File: config.mk
export PLATFORM = sky130hd
export DESIGN_NAME = alu_ctrl_seq
export DESIGN_NICKNAME = d
export VERILOG_FILES = /design/src/rtl/alu_ctrl_seq.sv
export SDC_FILE = /design/constraint.sdc
export NUM_CORES = 1
export LEC_CHECK = 0
export ABC_AREA = 1
export BUFFER_PORTS_ARGS = -buffer_cell sky130_fd_sc_hd__buf_2
export CAP_MARGIN = 30
export CORE_MARGIN = 2
export CORE_UTILIZATION = 53
export DETAILED_ROUTE_END_ITERATION = 8
export PLACE_DENSITY = 0.76
export SLEW_MARGIN = 20
export SYNTH_ARGS = -nofsm -noshare
export SYNTH_HDL_FRONTEND = slang
export SYNTH_SLANG_ARGS = --single-unit
File: constraint.sdc
create_clock -name clk -period 1.9 [get_ports clk]
set_input_delay 0.475 -clock clk [delete_from_list [all_inputs] [get_ports clk]]
set_output_delay 0.475 -clock clk [all_outputs]
set_load 0.03 [all_outputs]
File: src/rtl/alu_ctrl_seq.sv
// Registered ALU-control decoder with a valid/ready handshake.
// HI/LO-class ops are held off while a MULT/DIV result is still pending.
module alu_ctrl_seq #(
  parameter int CTRL_W      = 5,
  parameter int MULT_CYCLES = 4,
  parameter int DIV_CYCLES  = 32,
  parameter int STALL_CNT_W = 16
) (
  input  logic                   clk,
  input  logic                   reset,
  input  logic                   in_valid,
  output logic                   in_ready,
  input  logic [1:0]             aluop,
  input  logic [5:0]             funct,
  output logic                   out_valid,
  input  logic                   out_ready,
  output logic [CTRL_W-1:0]      alucontrol,
  output logic                   out_illegal,
  output logic                   out_muldiv,
  output logic                   md_busy,
  output logic [STALL_CNT_W-1:0] stall_cnt
);

  localparam int BUSY_W = $clog2(DIV_CYCLES + 1);
  // The accept cycle itself counts as the first busy cycle, so a dependent
  // HI/LO op can be accepted exactly MULT_CYCLES/DIV_CYCLES cycles later.
  localparam logic [BUSY_W-1:0] MULT_LOAD = BUSY_W'(MULT_CYCLES - 1);
  localparam logic [BUSY_W-1:0] DIV_LOAD  = BUSY_W'(DIV_CYCLES - 1);

  logic [4:0]             dec_code;
  logic                   dec_illegal;
  logic                   dec_hilo;
  logic                   dec_mul;
  logic                   dec_div;
  logic                   hz;
  logic                   acc;

  logic                   out_valid_q,   out_valid_d;
  logic [CTRL_W-1:0]      alucontrol_q,  alucontrol_d;
  logic                   out_illegal_q, out_illegal_d;
  logic                   out_muldiv_q,  out_muldiv_d;
  logic [BUSY_W-1:0]      busy_q,        busy_d;
  logic [STALL_CNT_W-1:0] stall_q,       stall_d;

  always_comb begin
    dec_code    = 5'b00000;
    dec_illegal = 1'b0;
    dec_hilo    = 1'b0;
    dec_mul     = 1'b0;
    dec_div     = 1'b0;
    case (aluop)
      2'b00: dec_code = 5'b01110;
      2'b01: dec_code = 5'b01111;
      2'b10: begin
        case (funct)
          6'b000000: dec_code = 5'b00000;
          6'b000010: dec_code = 5'b00001;
          6'b000011: dec_code = 5'b00010;
          6'b000100: dec_code = 5'b00011;
          6'b000110: dec_code = 5'b00100;
          6'b000111: dec_code = 5'b00101;
          6'b001000: dec_code = 5'b00110;
          6'b001001: dec_code = 5'b00111;
          6'b010001: begin dec_code = 5'b01000; dec_hilo = 1'b1; end
          6'b010011: begin dec_code = 5'b01001; dec_hilo = 1'b1; end
          6'b011000: begin dec_code = 5'b01010; dec_hilo = 1'b1; dec_mul = 1'b1; end
          6'b011001: begin dec_code = 5'b01011; dec_hilo = 1'b1; dec_mul = 1'b1; end
          6'b011010: begin dec_code = 5'b01100; dec_hilo = 1'b1; dec_div = 1'b1; end
          6'b011011: begin dec_code = 5'b01101; dec_hilo = 1'b1; dec_div = 1'b1; end
          6'b100001: dec_code = 5'b01110;
          6'b100011: dec_code = 5'b01111;
          6'b100100: dec_code = 5'b10000;
          6'b100101: dec_code = 5'b10001;
          6'b100110: dec_code = 5'b10010;
          6'b101010: dec_code = 5'b10011;
          6'b101011: dec_code = 5'b10100;
          6'b010000: begin dec_code = 5'b10101; dec_hilo = 1'b1; end
          6'b010010: begin dec_code = 5'b10110; dec_hilo = 1'b1; end
          default:   dec_illegal = 1'b1;
        endcase
      end
      default: dec_illegal = 1'b1;
    endcase
  end

  assign md_busy  = (busy_q != '0);
  assign hz       = md_busy && dec_hilo;
  assign in_ready = (!out_valid_q || out_ready) && !hz;
  assign acc      = in_valid && in_ready;

  always_comb begin
    out_valid_d   = out_valid_q;
    alucontrol_d  = alucontrol_q;
    out_illegal_d = out_illegal_q;
    out_muldiv_d  = out_muldiv_q;
    busy_d        = busy_q;
    stall_d       = stall_q;

    if (acc) begin
      out_valid_d   = 1'b1;
      alucontrol_d  = CTRL_W'(dec_code);
      out_illegal_d = dec_illegal;
      out_muldiv_d  = dec_mul || dec_div;
    end else if (out_valid_q && out_ready) begin
      out_valid_d = 1'b0;
    end

    // MULT/DIV cannot be accepted while busy, so load and decrement are exclusive.
    if (acc && dec_mul) begin
      busy_d = MULT_LOAD;
    end else if (acc && dec_div) begin
      busy_d = DIV_LOAD;
    end else if (busy_q != '0) begin
      busy_d = busy_q - BUSY_W'(1);
    end

    if (in_valid && hz && (stall_q != '1)) begin
      stall_d = stall_q + STALL_CNT_W'(1);
    end
  end

  always_ff @(posedge clk) begin
    if (reset) begin
      out_valid_q   <= 1'b0;
      alucontrol_q  <= '0;
      out_illegal_q <= 1'b0;
      out_muldiv_q  <= 1'b0;
      busy_q        <= '0;
      stall_q       <= '0;
    end else begin
      out_valid_q   <= out_valid_d;
      alucontrol_q  <= alucontrol_d;
      out_illegal_q <= out_illegal_d;
      out_muldiv_q  <= out_muldiv_d;
      busy_q        <= busy_d;
      stall_q       <= stall_d;
    end
  end

  assign out_valid   = out_valid_q;
  assign alucontrol  = alucontrol_q;
  assign out_illegal = out_illegal_q;
  assign out_muldiv  = out_muldiv_q;
  assign stall_cnt   = stall_q;

endmodule

==> metrics.yaml, run 1 <==
outcome:
  status: "finished, final reports clean"
grt:
  grt_max_degree: 22
  initial_antenna_violation_count: 0
  grt_util_all_layers_pct: 25.2
  grt_first_pass_wirelength_um: 8830
  globalRouteOverflowTotal: 0
  grt_pass1_vias: 2093
logic_synthesis:
  yosys.area_share.adder_pct: 1.77
  synth_top_family_by_area: "simple AND/OR/NAND/NOR gates"
  synth.mux.area_fraction_pct: 0
  synth_simple_gate_area_share_pct: 45.0
  yosys.cell_types.count: 30
  compound_cell_area_share_of_the_yosys_netlist_pct: 7.67
  post_synth.cell_area_avg_um2: 6.43
  synth.yosys.seq_area_share_pct: 28.3
  syn-cell-area_um2: 2120
  synth_xor_area_share_pct: 7.43
  mappedNetlistNets: 345
  synthesis_stage_register_bit_count: 30
  synthesis.yosys.warnings: 0
  syn_inst_count: 330
layout:
  drive_gt1_share_pct: 26.9
  antenna_cells: 0
  layout.cells.non_filler: 446
  area_overhead_vs_synth_pct: 28.5
  nFillCells: 318
  postLayoutCellArea_um2: 2730
  mostFrequentLayoutCells: "81 x sky130_fd_sc_hd__nand2_1, 46 x sky130_fd_sc_hd__nand3_1, 35 x sky130_fd_sc_hd__inv_1, 35 x sky130_fd_sc_hd__nor2_1, 35 x sky130_fd_sc_hd__buf_2"
  layout_commonest_cell: "sky130_fd_sc_hd__nand2_1"
  nets: 412
critical_path:
  setup.worst_path.class: "flop to primary output"
  cp_max_fo: 8
  timing.critical_path.arrival_ps: 1390
  worst_setup_path_end_kind: "primary output"
  critical_path.startpoint_type: "flop"
  critPathRequiredTime_ps: 1420
clock_network:
  tritoncts.num_buffers: 5
  clock_sink_count: 30
  cts_root_buf: "sky130_fd_sc_hd__clkbuf_8"
  tritoncts_clock_tree: "yes"
  clock_latency_ps: 280
  deepest_level_of_the_cts_h_tree: 2
  clock_path_buffers: 2
  clk_pin_slew_worst_paths_ps: 70
route:
  post-route-drc-count: 0
  drt-initial-drc-count: 176
  num_vias: 2351
  via_per_inst: 5.27
  route.detailed.wl_per_inst_um: 12.2
  detailedRoute.firstPassIterationCount: 4
  route.final.wire_length_um: 5460
  drt.antenna.violating_nets: 0
floorplan:
  effective_utilization_at_floorplan_pct: 56.7
  die_area_um2: 4530
  fp-row-count: 22
  die-width_um: 67.3
  core-area_um2: 3740
  io_pins: 38
  die_h_um: 67.3
run:
  drv.max_cap_violation_count: 0
place:
  dpl.hpwl_um: 4130
  placedCellCount: 432
  final_weighted_congestion_of_routability_driven_global_placement: 0.983
  portBuffers: 37
  pre_cts_ws_ps: -4.86
  detailed_place.area_um2: 2510
timing:
  hold_viol: 0
  timing.fmax_mhz: 535
  maxSlewViolCount: 0
  final_period_minus_worst_setup_slack_ps: 1870
  tightest_slew_ps: 352
  setup_slack_ps: 32.1
  relSlewSlack_pct: 76.4
  timing.final.crit_share_pct: 98.3
  count_of_endpoints_failing_setup_in_the_final_report: 0
  timing.clock.skew_ps: 6.03
power_and_ir_drop:
  p_leak_nw: 1.37
  power.density_cell_area_nw_per_um2: 800
  vdd_drop_max_mv: 0.567
worst_hold_path:
  worstHoldPathType: "flop to flop"
==> metrics by stage <==
step / hold WS, ps / util [%] / TNS, ps / power, mW
2_1_floorplan: 510 / - / 0 / 1.28
3_3_place_gp: 453 / 66.9 / 0 / 1.46
3_5_place_dp: 457 / 66.9 / -4.86 / 1.48
4_1_cts: 477 / 69.8 / 0 / 2.05
5_1_grt: 502 / 72.8 / -22.8 / 2.33
6_report: 480 / 72.8 / 0 / 2.18
==> registers in the layout (all words and copies together), names as in the netlist <==
signal,count
busy_q,6
out_muldiv,1
alucontrol,5
out_valid,1
out_illegal,1
stall_cnt,16
==> final timing paths <==
| kind | startpoint | to | slack, ps | cells past startpoint |
|---|---|---|---|---|
| worst max-delay path | busy_q[0]$_SDFFE_PP0P_ | md_busy | 30 | 6 |
| worst min-delay path | out_muldiv$_SDFFE_PP0P_ | out_muldiv$_SDFFE_PP0P_ | 480 | 2 |
| worst max register to register | stall_cnt[6]$_SDFFE_PP0P_ | stall_cnt[10]$_SDFFE_PP0P_ | 370 | 7 |
| worst min register to register | out_muldiv$_SDFFE_PP0P_ | out_muldiv$_SDFFE_PP0P_ | 480 | 2 |
==> cell families after synthesis <==
group	after synthesis
xor+xnor	18
simple gates	199
fa+ha+maj	3
buf+inv	48
compound gates	32
flops	30
==> cells in the mapped netlist, drive strengths merged <==
library cell   n  area share (%)
nand2         86              16
nand3         51              13
nor2          44              10
inv           41             7.3
dfxtp         30              28
a21oi         26             6.1
xor2          10             4.1
nand4          9             3.7
xnor2          8             3.3
nor3           6             1.7
buf            5             2.2
o21ai          5             1.2
ha             3             1.8
clkbuf         2            0.35
and2           1            0.29
nor4           1            0.29
o211ai         1            0.35
or2            1            0.29
==> layer usage <==
layer | GRT usage [%] | share of wire [%]
met1 | 32.1 | 47
met2 | 43.3 | 47
met3 | 5.00 | 6.3
met4 | 6.38 | 0.57
met5 | 0 | 0
==> repair_timing <==
item                                   CTS  global route
gates resized for setup                  5            18
pin swaps                                1             7
hold buffers                             0             0
setup endpoints to repair                1             1
setup buffers                            1             5
endpoints found under the hold margin    0             0
==> where the power goes <==
part           internal (mW)  switching, mW  total (mW)
Combinational          0.391          0.488       0.879
Sequential             0.704         0.0542       0.758
Clock                  0.291          0.254       0.545
Total                   1.39          0.796        2.18
==> critical path, stage by stage (launching register included) <==
cell and delay [ps]:
sky130_fd_sc_hd__dfxtp_2 330, sky130_fd_sc_hd__inv_2 80, sky130_fd_sc_hd__ha_4 140, sky130_fd_sc_hd__nand3_4 90, sky130_fd_sc_hd__buf_4 150, sky130_fd_sc_hd__buf_4 150, sky130_fd_sc_hd__buf_2 180
==> cell type report <==
| type | instances | area [um2] | area share (%) |
|---|---|---|---|
| Clock buffer | 6 | 82.6 | 3.03 |
| Multi-Input combinational cell | 252 | 1370 | 50.3 |
| Clock inverter | 2 | 12.5 | 0.459 |
| Timing Repair Buffer | 67 | 439 | 16.1 |
| Tap cell | 48 | 60.1 | 2.20 |
| Sequential cell | 30 | 603 | 22.1 |
| Inverter | 41 | 156 | 5.74 |
(Power assumes the default switching activity.)
==> inputs of run 2 (changes only) <==
- CORE_UTILIZATION: 53 -> 55
- PLACE_DENSITY: 0.76 -> 0.79
==> run 2 against run 1 <==
  * Global-route usage up 0.52 points
  * Die area fell by 3.4%
  * Core utilization is 1.3 points higher
  * Sequential power about the same
  * Sequential share of layout area shrank 0.061 points
  * Power up 0.53%
  * Cell count grew 0.90%
  * Count of clock-buffer cells in the layout shrank 1
  * Combinational power down 9.2%
  * Largest cell class unchanged
==> metrics.yaml, run 2 (synthesis results as in run 1) <==
outcome:
  status: "finished, final reports clean"  # unchanged
power_and_ir_drop:
  report.power.total_mw: 2.19  # was 2.18 mW
  power.density_cell_area_nw_per_um2: 802  # was 800 nW/um2
  vdd_drop_max_mv: 0.702  # was 0.567 mV
  p_leak_nw: 1.41  # was 1.37 nW
timing:
  maxSlewViolCount: 0  # unchanged
  setup_slack_ps: 50.9  # was 32.1 ps
  relSlewSlack_pct: 73.7  # was 76.4%
  setup_total_negative_slack_ps: 0  # unchanged
  hold_viol: 0  # unchanged
  count_of_endpoints_failing_setup_in_the_final_report: 0  # unchanged
  timing.clock.skew_ps: 10.9  # was 6.03 ps
  timing.final.crit_share_pct: 97.3  # was 98.3%
  fin_hold_ws_ps: 493  # was 480 ps
  timing.fmax_mhz: 541  # was 535 MHz
  final_period_minus_worst_setup_slack_ps: 1850  # was 1870 ps
  tightest_slew_ps: 391  # was 352 ps
critical_path:
  worst_setup_path_end_kind: "primary output"  # unchanged
  timing.critical_path.arrival_ps: 1370  # was 1390 ps
  critPathRequiredTime_ps: 1420  # about the same
  critical_path.startpoint_type: "input port"  # was flop
  cp_max_fo: 6  # was 8
  setup.worst_path.class: "input port to primary output"  # was flop to primary output
route:
  route.final.wire_length_um: 5380  # was 5460 um
  drt.antenna.violating_nets: 0  # unchanged
  detailedRoute.firstPassIterationCount: 5  # was 4
  post-route-drc-count: 0  # unchanged
  drt-initial-drc-count: 223  # was 176
  route.detailed.wl_per_inst_um: 11.9  # was 12.2 um
  num_vias: 2385  # was 2351
  via_per_inst: 5.30  # was 5.27
layout:
  area_overhead_vs_synth_pct: 28.8  # was 28.5%
  antenna_cells: 0  # unchanged
  ff_latch_area_um2: 603  # unchanged
  mostFrequentLayoutCells: "84 x sky130_fd_sc_hd__nand2_1, 46 x sky130_fd_sc_hd__nand3_1, 37 x sky130_fd_sc_hd__nor2_1"  # was 81 x sky130_fd_sc_hd__nand2_1, 46 x sky130_fd_sc_hd__nand3_1, 35 x sky130_fd_sc_hd__inv_1, 35 x sky130_fd_sc_hd__nor2_1, 35 x sky130_fd_sc_hd__buf_2
  largest_reg_flops: 16  # unchanged
  drive_gt1_share_pct: 26.1  # was 26.9%
  layout_commonest_cell: "sky130_fd_sc_hd__nand2_1"  # unchanged
  nets: 416  # was 412
  fin_util_pct: 74.1  # was 72.8%
  area_of_the_multi_input_gates_um2: 1340  # was 1370 um2
  nFillCells: 310  # was 318
grt:
  grt_pass1_vias: 2086  # was 2093
  initial_antenna_violation_count: 0  # unchanged
  grt_util_all_layers_pct: 25.7  # was 25.2%
  grt_first_pass_wirelength_um: 8740  # was 8830 um
  grt_max_degree: 22  # unchanged
  globalRouteOverflowTotal: 0  # unchanged
clock_network:
  tritoncts_clock_tree: "yes"  # unchanged
  ctsHoldBuffers: 0  # unchanged
  clock_latency_ps: 290  # was 280 ps
  clock_path_buffers: 2  # unchanged
  clk_pin_slew_worst_paths_ps: 70  # about the same
  tritoncts.num_buffers: 5  # unchanged
  cts_root_buf: "sky130_fd_sc_hd__clkbuf_8"  # unchanged
  clock_sink_count: 30  # unchanged
  deepest_level_of_the_cts_h_tree: 2  # unchanged
floorplan:
  core-area_um2: 3690  # was 3740 um2
  die_area_um2: 4370  # was 4530 um2
  effective_utilization_at_floorplan_pct: 57.5  # was 56.7%
  die-width_um: 66.1  # was 67.3 um
  io_pins: 38  # unchanged
  fp-row-count: 22  # unchanged
  die_h_um: 66.1  # was 67.3 um
place:
  portBuffers: 37  # unchanged
  final_weighted_congestion_of_routability_driven_global_placement: 0.953  # was 0.983
  pre_cts_ws_ps: -6.32  # was -4.86 ps
  dpl.hpwl_um: 4060  # was 4130 um
run:
  drv.max_cap_violation_count: 0  # unchanged
worst_hold_path:
  worstHoldPathType: "flop to flop"  # unchanged
-- run 2: final timing paths --
path | start | to | slack [ps] | cells after the start
worst min-delay path | stall_cnt[9]$_SDFFE_PP0P_ | stall_cnt[9]$_SDFFE_PP0P_ | 490 | 2
worst max register to register | busy_q[0]$_SDFFE_PP0P_ | alucontrol[1]$_SDFFE_PP0P_ | 240 | 11
worst max-delay path | funct[2] | in_ready | 50 | 8
worst min register to register | stall_cnt[9]$_SDFFE_PP0P_ | stall_cnt[9]$_SDFFE_PP0P_ | 490 | 2
-- run 2: power by group --
group	internal [mW]	switching, mW
clock network	0.386	0.254
registers	0.704	0.0517
logic	0.345	0.453
total	1.44	0.758
-- run 2: timing repair --
| item | in CTS | in global routing |
|---|---|---|
| buffers inserted | 1 | 3 |
| gates resized for setup | 4 | 7 |
| setup endpoints to repair | 2 | 1 |
| pin swaps | 1 | 1 |
-- run 2: worst max-delay path, cell delays in order --
cell and delay (ps):
sky130_fd_sc_hd__buf_2 120, sky130_fd_sc_hd__nor2_4 210, sky130_fd_sc_hd__nand3_2 140, sky130_fd_sc_hd__nand4_2 140, sky130_fd_sc_hd__nand2_4 60, sky130_fd_sc_hd__nand2_1 60, sky130_fd_sc_hd__inv_2 40, sky130_fd_sc_hd__buf_6 130
-- run 2: per-layer routing --
layer  GRT usage (%)  part of all wire, %
met2            42.0                   46
met4            8.67                  2.0
met1            33.3                   46
met3            5.62                  5.6
met5               0                    0
-- run 2: through the flow --
step           std cells  instance area (um2)
3_5_place_dp         438                 2560
2_1_floorplan        330                 2120
4_1_cts              447                 2690
5_1_grt              450                 2730
3_3_place_gp         438                 2560
6_report             450                 2730
-- run 2: layout make-up --
class	instances	share of cell area (%)
multi-input cells	252	48.9
flip-flops and latches	30	22.1
repair buffers	71	17.3
inverters	41	5.63
clock buffers	5	2.52
well taps	48	2.20
clock inverters	3	1.46
==> inputs of run 3 (changes only) <==
- ABC_AREA: 1 -> 0
- CORE_MARGIN: 2 -> 5
- PLACE_DENSITY: 0.79 -> 0.77
==> run 3 against run 2 <==
  * Largest cell class unchanged
  * Core utilization up 12 points
  * Highest routed layer unchanged
  * Critical endpoint unchanged
  * Sequential share of layout area shrank 0.86 points
  * Flip-flop and latch count unchanged
  * Worst setup slack lost 210 ps
  * Synthesized cell count fell by 26%
  * Critical path type is now flop to primary output
  * The run now ends with setup timing left
==> metrics.yaml, run 3 <==
outcome:
  status: "finished, violations left"  # was finished, final reports clean
  violations_in_the_final_reports: "setup timing"
layout:
  largest_reg_flops: 16  # unchanged
  layout_commonest_cell: "sky130_fd_sc_hd__buf_4"  # was sky130_fd_sc_hd__nand2_1
  mostFrequentLayoutCells: "52 x sky130_fd_sc_hd__buf_4, 35 x sky130_fd_sc_hd__buf_2, 28 x sky130_fd_sc_hd__dfxtp_1"  # was 84 x sky130_fd_sc_hd__nand2_1, 46 x sky130_fd_sc_hd__nand3_1, 37 x sky130_fd_sc_hd__nor2_1
  drive_gt1_share_pct: 42.9  # was 26.1%
  area_overhead_vs_synth_pct: 51.7  # was 28.8%
  fin_util_pct: 85.9  # was 74.1%
  antenna_cells: 0  # unchanged
  nets: 348  # was 416
  nFillCells: 178  # was 310
grt:
  grt_first_pass_wirelength_um: 9690  # was 8740 um
  initial_antenna_violation_count: 0  # unchanged
  globalRouteOverflowTotal: 0  # unchanged
  grt_pass1_vias: 2054  # was 2086
  grt_util_all_layers_pct: 27.4  # was 25.7%
  grt_max_degree: 33  # was 22
logic_synthesis:
  syn_inst_count: 244  # was 330
  synthDominantAreaCellType: "sky130_fd_sc_hd__dfxtp_1"  # unchanged
  edff_count_synth: 0  # unchanged
  syn-cell-area_um2: 1880  # was 2120 um2
  yosys-top-cells-area: "sky130_fd_sc_hd__dfxtp_1 32%, sky130_fd_sc_hd__a21oi_1 6.7%, sky130_fd_sc_hd__nand3_1 4.0%"  # was sky130_fd_sc_hd__dfxtp_1 28%, sky130_fd_sc_hd__nand2_1 15%, sky130_fd_sc_hd__nand3_1 11%
  synth_top_cell_area_share_pct: 32.0  # was 28.3%
  synthesis_stage_register_bit_count: 30  # unchanged
  yosys.cell_types.count: 48  # was 30
  mappedNetlistNets: 259  # was 345
  post_synth.cell_area_avg_um2: 7.69  # was 6.43 um2
  yosys.cell_count.top_type: "sky130_fd_sc_hd__dfxtp_1"  # was sky130_fd_sc_hd__nand2_1
  synthesis.yosys.warnings: 0  # unchanged
  synth_ff_type: "sky130_fd_sc_hd__dfxtp_1"  # unchanged
  synth.top_cells.by_count: "30 x sky130_fd_sc_hd__dfxtp_1, 25 x sky130_fd_sc_hd__a21oi_1, 19 x sky130_fd_sc_hd__nor2_1"  # was 84 x sky130_fd_sc_hd__nand2_1, 48 x sky130_fd_sc_hd__nand3_1, 39 x sky130_fd_sc_hd__inv_1
  ys_async_sr_fraction_pct: 0  # unchanged
  synth.yosys.seq_area_share_pct: 32.0  # was 28.3%
place:
  final_weighted_congestion_of_routability_driven_global_placement: 0.854  # was 0.953
  portBuffers: 37  # unchanged
  dpl.hpwl_um: 3810  # was 4060 um
  pre_cts_ws_ps: -398  # was -6.32 ps
timing:
  tightest_slew_ps: 644  # was 391 ps
  relSlewSlack_pct: 56.6  # was 73.7%
  hold_viol: 0  # unchanged
  setup_slack_ps: -163  # was 50.9 ps
  fin_hold_ws_ps: 480  # was 493 ps
  grt_setup_unrepaired: "yes"
  timing.fmax_mhz: 485  # was 541 MHz
  timing.clock.skew_ps: 9.03  # was 10.9 ps
  timing.final.crit_share_pct: 109  # was 97.3%
  maxSlewViolCount: 0  # unchanged
  final_period_minus_worst_setup_slack_ps: 2060  # was 1850 ps
  count_of_endpoints_failing_setup_in_the_final_report: 14  # was 0
floorplan:
  io_pins: 38  # unchanged
  core-area_um2: 3310  # was 3690 um2
  fp-row-count: 21  # was 22
  die_h_um: 68.4  # was 66.1 um
  effective_utilization_at_floorplan_pct: 56.7  # was 57.5%
  die-width_um: 68.4  # was 66.1 um
  die_area_um2: 4680  # was 4370 um2
route:
  via_per_inst: 6.15  # was 5.30
  route.detailed.wl_per_inst_um: 17.2  # was 11.9 um
  route.final.wire_length_um: 6510  # was 5380 um
  drt-initial-drc-count: 315  # was 223
  num_vias: 2332  # was 2385
  detailedRoute.firstPassIterationCount: 5  # unchanged
  post-route-drc-count: 0  # unchanged
  drt.antenna.violating_nets: 0  # unchanged
run:
  drv.max_cap_violation_count: 0  # unchanged
worst_hold_path:
  worstHoldPathCells: 3  # was 2
  holdCritStartpoint: "aluop[1]"  # was stall_cnt[9]$_SDFFE_PP0P_
  worstHoldPathType: "input port to flop"  # was flop to flop
  holdPathEnd: "alucontrol[2]$_SDFFE_PP0P_"  # was stall_cnt[9]$_SDFFE_PP0P_
critical_path:
  critical_path.startpoint_type: "flop"  # was input port
  critical_path.most_common_cell: "sky130_fd_sc_hd__buf_6"
  timing.critical_path.arrival_ps: 1590  # was 1370 ps
  worst_setup_path_end_kind: "primary output"  # unchanged
  crit_buf_inv: 3  # unchanged
  r2r_endpoint: "stall_cnt[4]$_SDFFE_PP0P_"  # was alucontrol[1]$_SDFFE_PP0P_
  critPathRequiredTime_ps: 1420  # about the same
  cp_max_fo: 3  # was 6
  worst_reg2reg_path_startpoint: "busy_q[0]$_SDFFE_PP0P_"  # unchanged
  stages_on_the_worst_setup_path: 7  # was 8
  crit_family: "flip-flops"  # was simple AND/OR/NAND/NOR gates
  setup.worst_path.class: "flop to primary output"  # was input port to primary output
  critPathMaxStageDelay_ps: 350  # was 210 ps
  ff2ff_setup_slack_ps: -160  # was 240 ps
  critPathSlowestCell: "sky130_fd_sc_hd__dfxtp_2"  # was sky130_fd_sc_hd__nor2_4
  cp_cell_sequence: "inv_2 > ha_4 > nor2b_4 > buf_6 > a211oi_4 > nor2b_2 > buf_6"  # was buf_2 > nor2_4 > nand3_2 > nand4_2 > nand2_4 > nand2_1 > inv_2 > buf_6
  cell_count_of_the_worst_reg_to_reg_path: 8  # was 11
clock_network:
  tritoncts_clock_tree: "yes"  # unchanged
  cts_root_buf: "sky130_fd_sc_hd__clkbuf_4"  # was sky130_fd_sc_hd__clkbuf_8
  tritoncts.num_buffers: 5  # unchanged
  deepest_level_of_the_cts_h_tree: 2  # unchanged
  clock_sink_count: 30  # unchanged
  clk_pin_slew_worst_paths_ps: 90  # was 70 ps
  clock_latency_ps: 340  # was 290 ps
  ctsHoldBuffers: 0  # unchanged
  clock_path_buffers: 2  # unchanged
power_and_ir_drop:
  power.density_cell_area_nw_per_um2: 863  # was 802 nW/um2
  vdd_drop_max_mv: 0.518  # was 0.702 mV
  p_leak_nw: 1.20  # was 1.41 nW
==> run 3: through the flow <==
step	total power [mW]	area, um2	setup TNS, ps	cells
floorplan	1.27	1920	-3380	244
global placement	1.55	2440	-7440	360
detailed placement	1.56	2440	-7800	360
CTS	2.31	2700	-1500	374
global route	2.59	2850	-2280	379
finish	2.46	2850	-1650	379
==> run 3: how the worst max path moves through the flow <==
stage                      startpoint                   endpoint  slack, ps
3_5_place_dp                 funct[2]  stall_cnt[4]$_SDFFE_PP0P_       -400
6_report       busy_q[0]$_SDFFE_PP0P_                   in_ready       -160
5_1_grt        busy_q[0]$_SDFFE_PP0P_  stall_cnt[4]$_SDFFE_PP0P_       -210
2_1_floorplan                funct[2]  stall_cnt[5]$_SDFFE_PP0P_       -320
4_1_cts        busy_q[0]$_SDFFE_PP0P_                   in_ready       -160
3_3_place_gp                 funct[2]  stall_cnt[5]$_SDFFE_PP0P_       -380
==> run 3: timing repair <==
item                                   4_1_cts  5_1_grt
buffers inserted                             6        5
resized for setup                           30       23
cloned                                       1        0
pin swaps                                    5        9
setup endpoints to repair                   29       30
endpoints found under the hold margin        0        0
==> run 3: final cells by class <==
cell class	instances	area (um2)	share of cell area (%)
clock buffers	6	51.3	1.80
multi-input cells	191	1400	49.0
well taps	46	57.6	2.02
inverters	8	30.0	1.06
clock inverters	1	30.0	1.06
repair buffers	97	678	23.8
flip-flops and latches	30	603	21.2
==> run 3: power by group <==
group / switching (mW) / total, mW / internal (mW)
Sequential: 0.0560 / 0.757 / 0.701
Combinational: 0.567 / 1.16 / 0.593
Clock: 0.234 / 0.540 / 0.306
Total: 0.856 / 2.46 / 1.60
==> run 3: cells by family after synthesis <==
kind of cell    Yosys count  share of synthesized area, %
simple gates            106                          30.8
buf+inv                  24                          5.67
fa+ha+maj                 3                          2.00
compound gates           70                          24.0
mux                       5                          2.74
flops                    30                          32.0
xor+xnor                  6                          2.80
==> run 3: metal layers <==
| layer | vias up | GRT usage, % | part of all wire [%] |
|---|---|---|---|
| met5 | - | 0 | 0 |
| met4 | 0 | 5.96 | 2.3 |
| met3 | 20 | 5.42 | 6.6 |
| met2 | 111 | 47.2 | 49 |
| met1 | 1113 | 35.0 | 42 |
| li1 | 1088 | - | - |
==> run 3: worst register-to-register path, cell delays in order, from the launching register on <==
cell and delay [ps]:
sky130_fd_sc_hd__dfxtp_2 350, sky130_fd_sc_hd__inv_2 50, sky130_fd_sc_hd__ha_4 150, sky130_fd_sc_hd__nor2b_4 130
sky130_fd_sc_hd__a2111o_1 450, sky130_fd_sc_hd__a21o_4 260, sky130_fd_sc_hd__buf_6 140, sky130_fd_sc_hd__or3_1 310
sky130_fd_sc_hd__a21oi_1 150
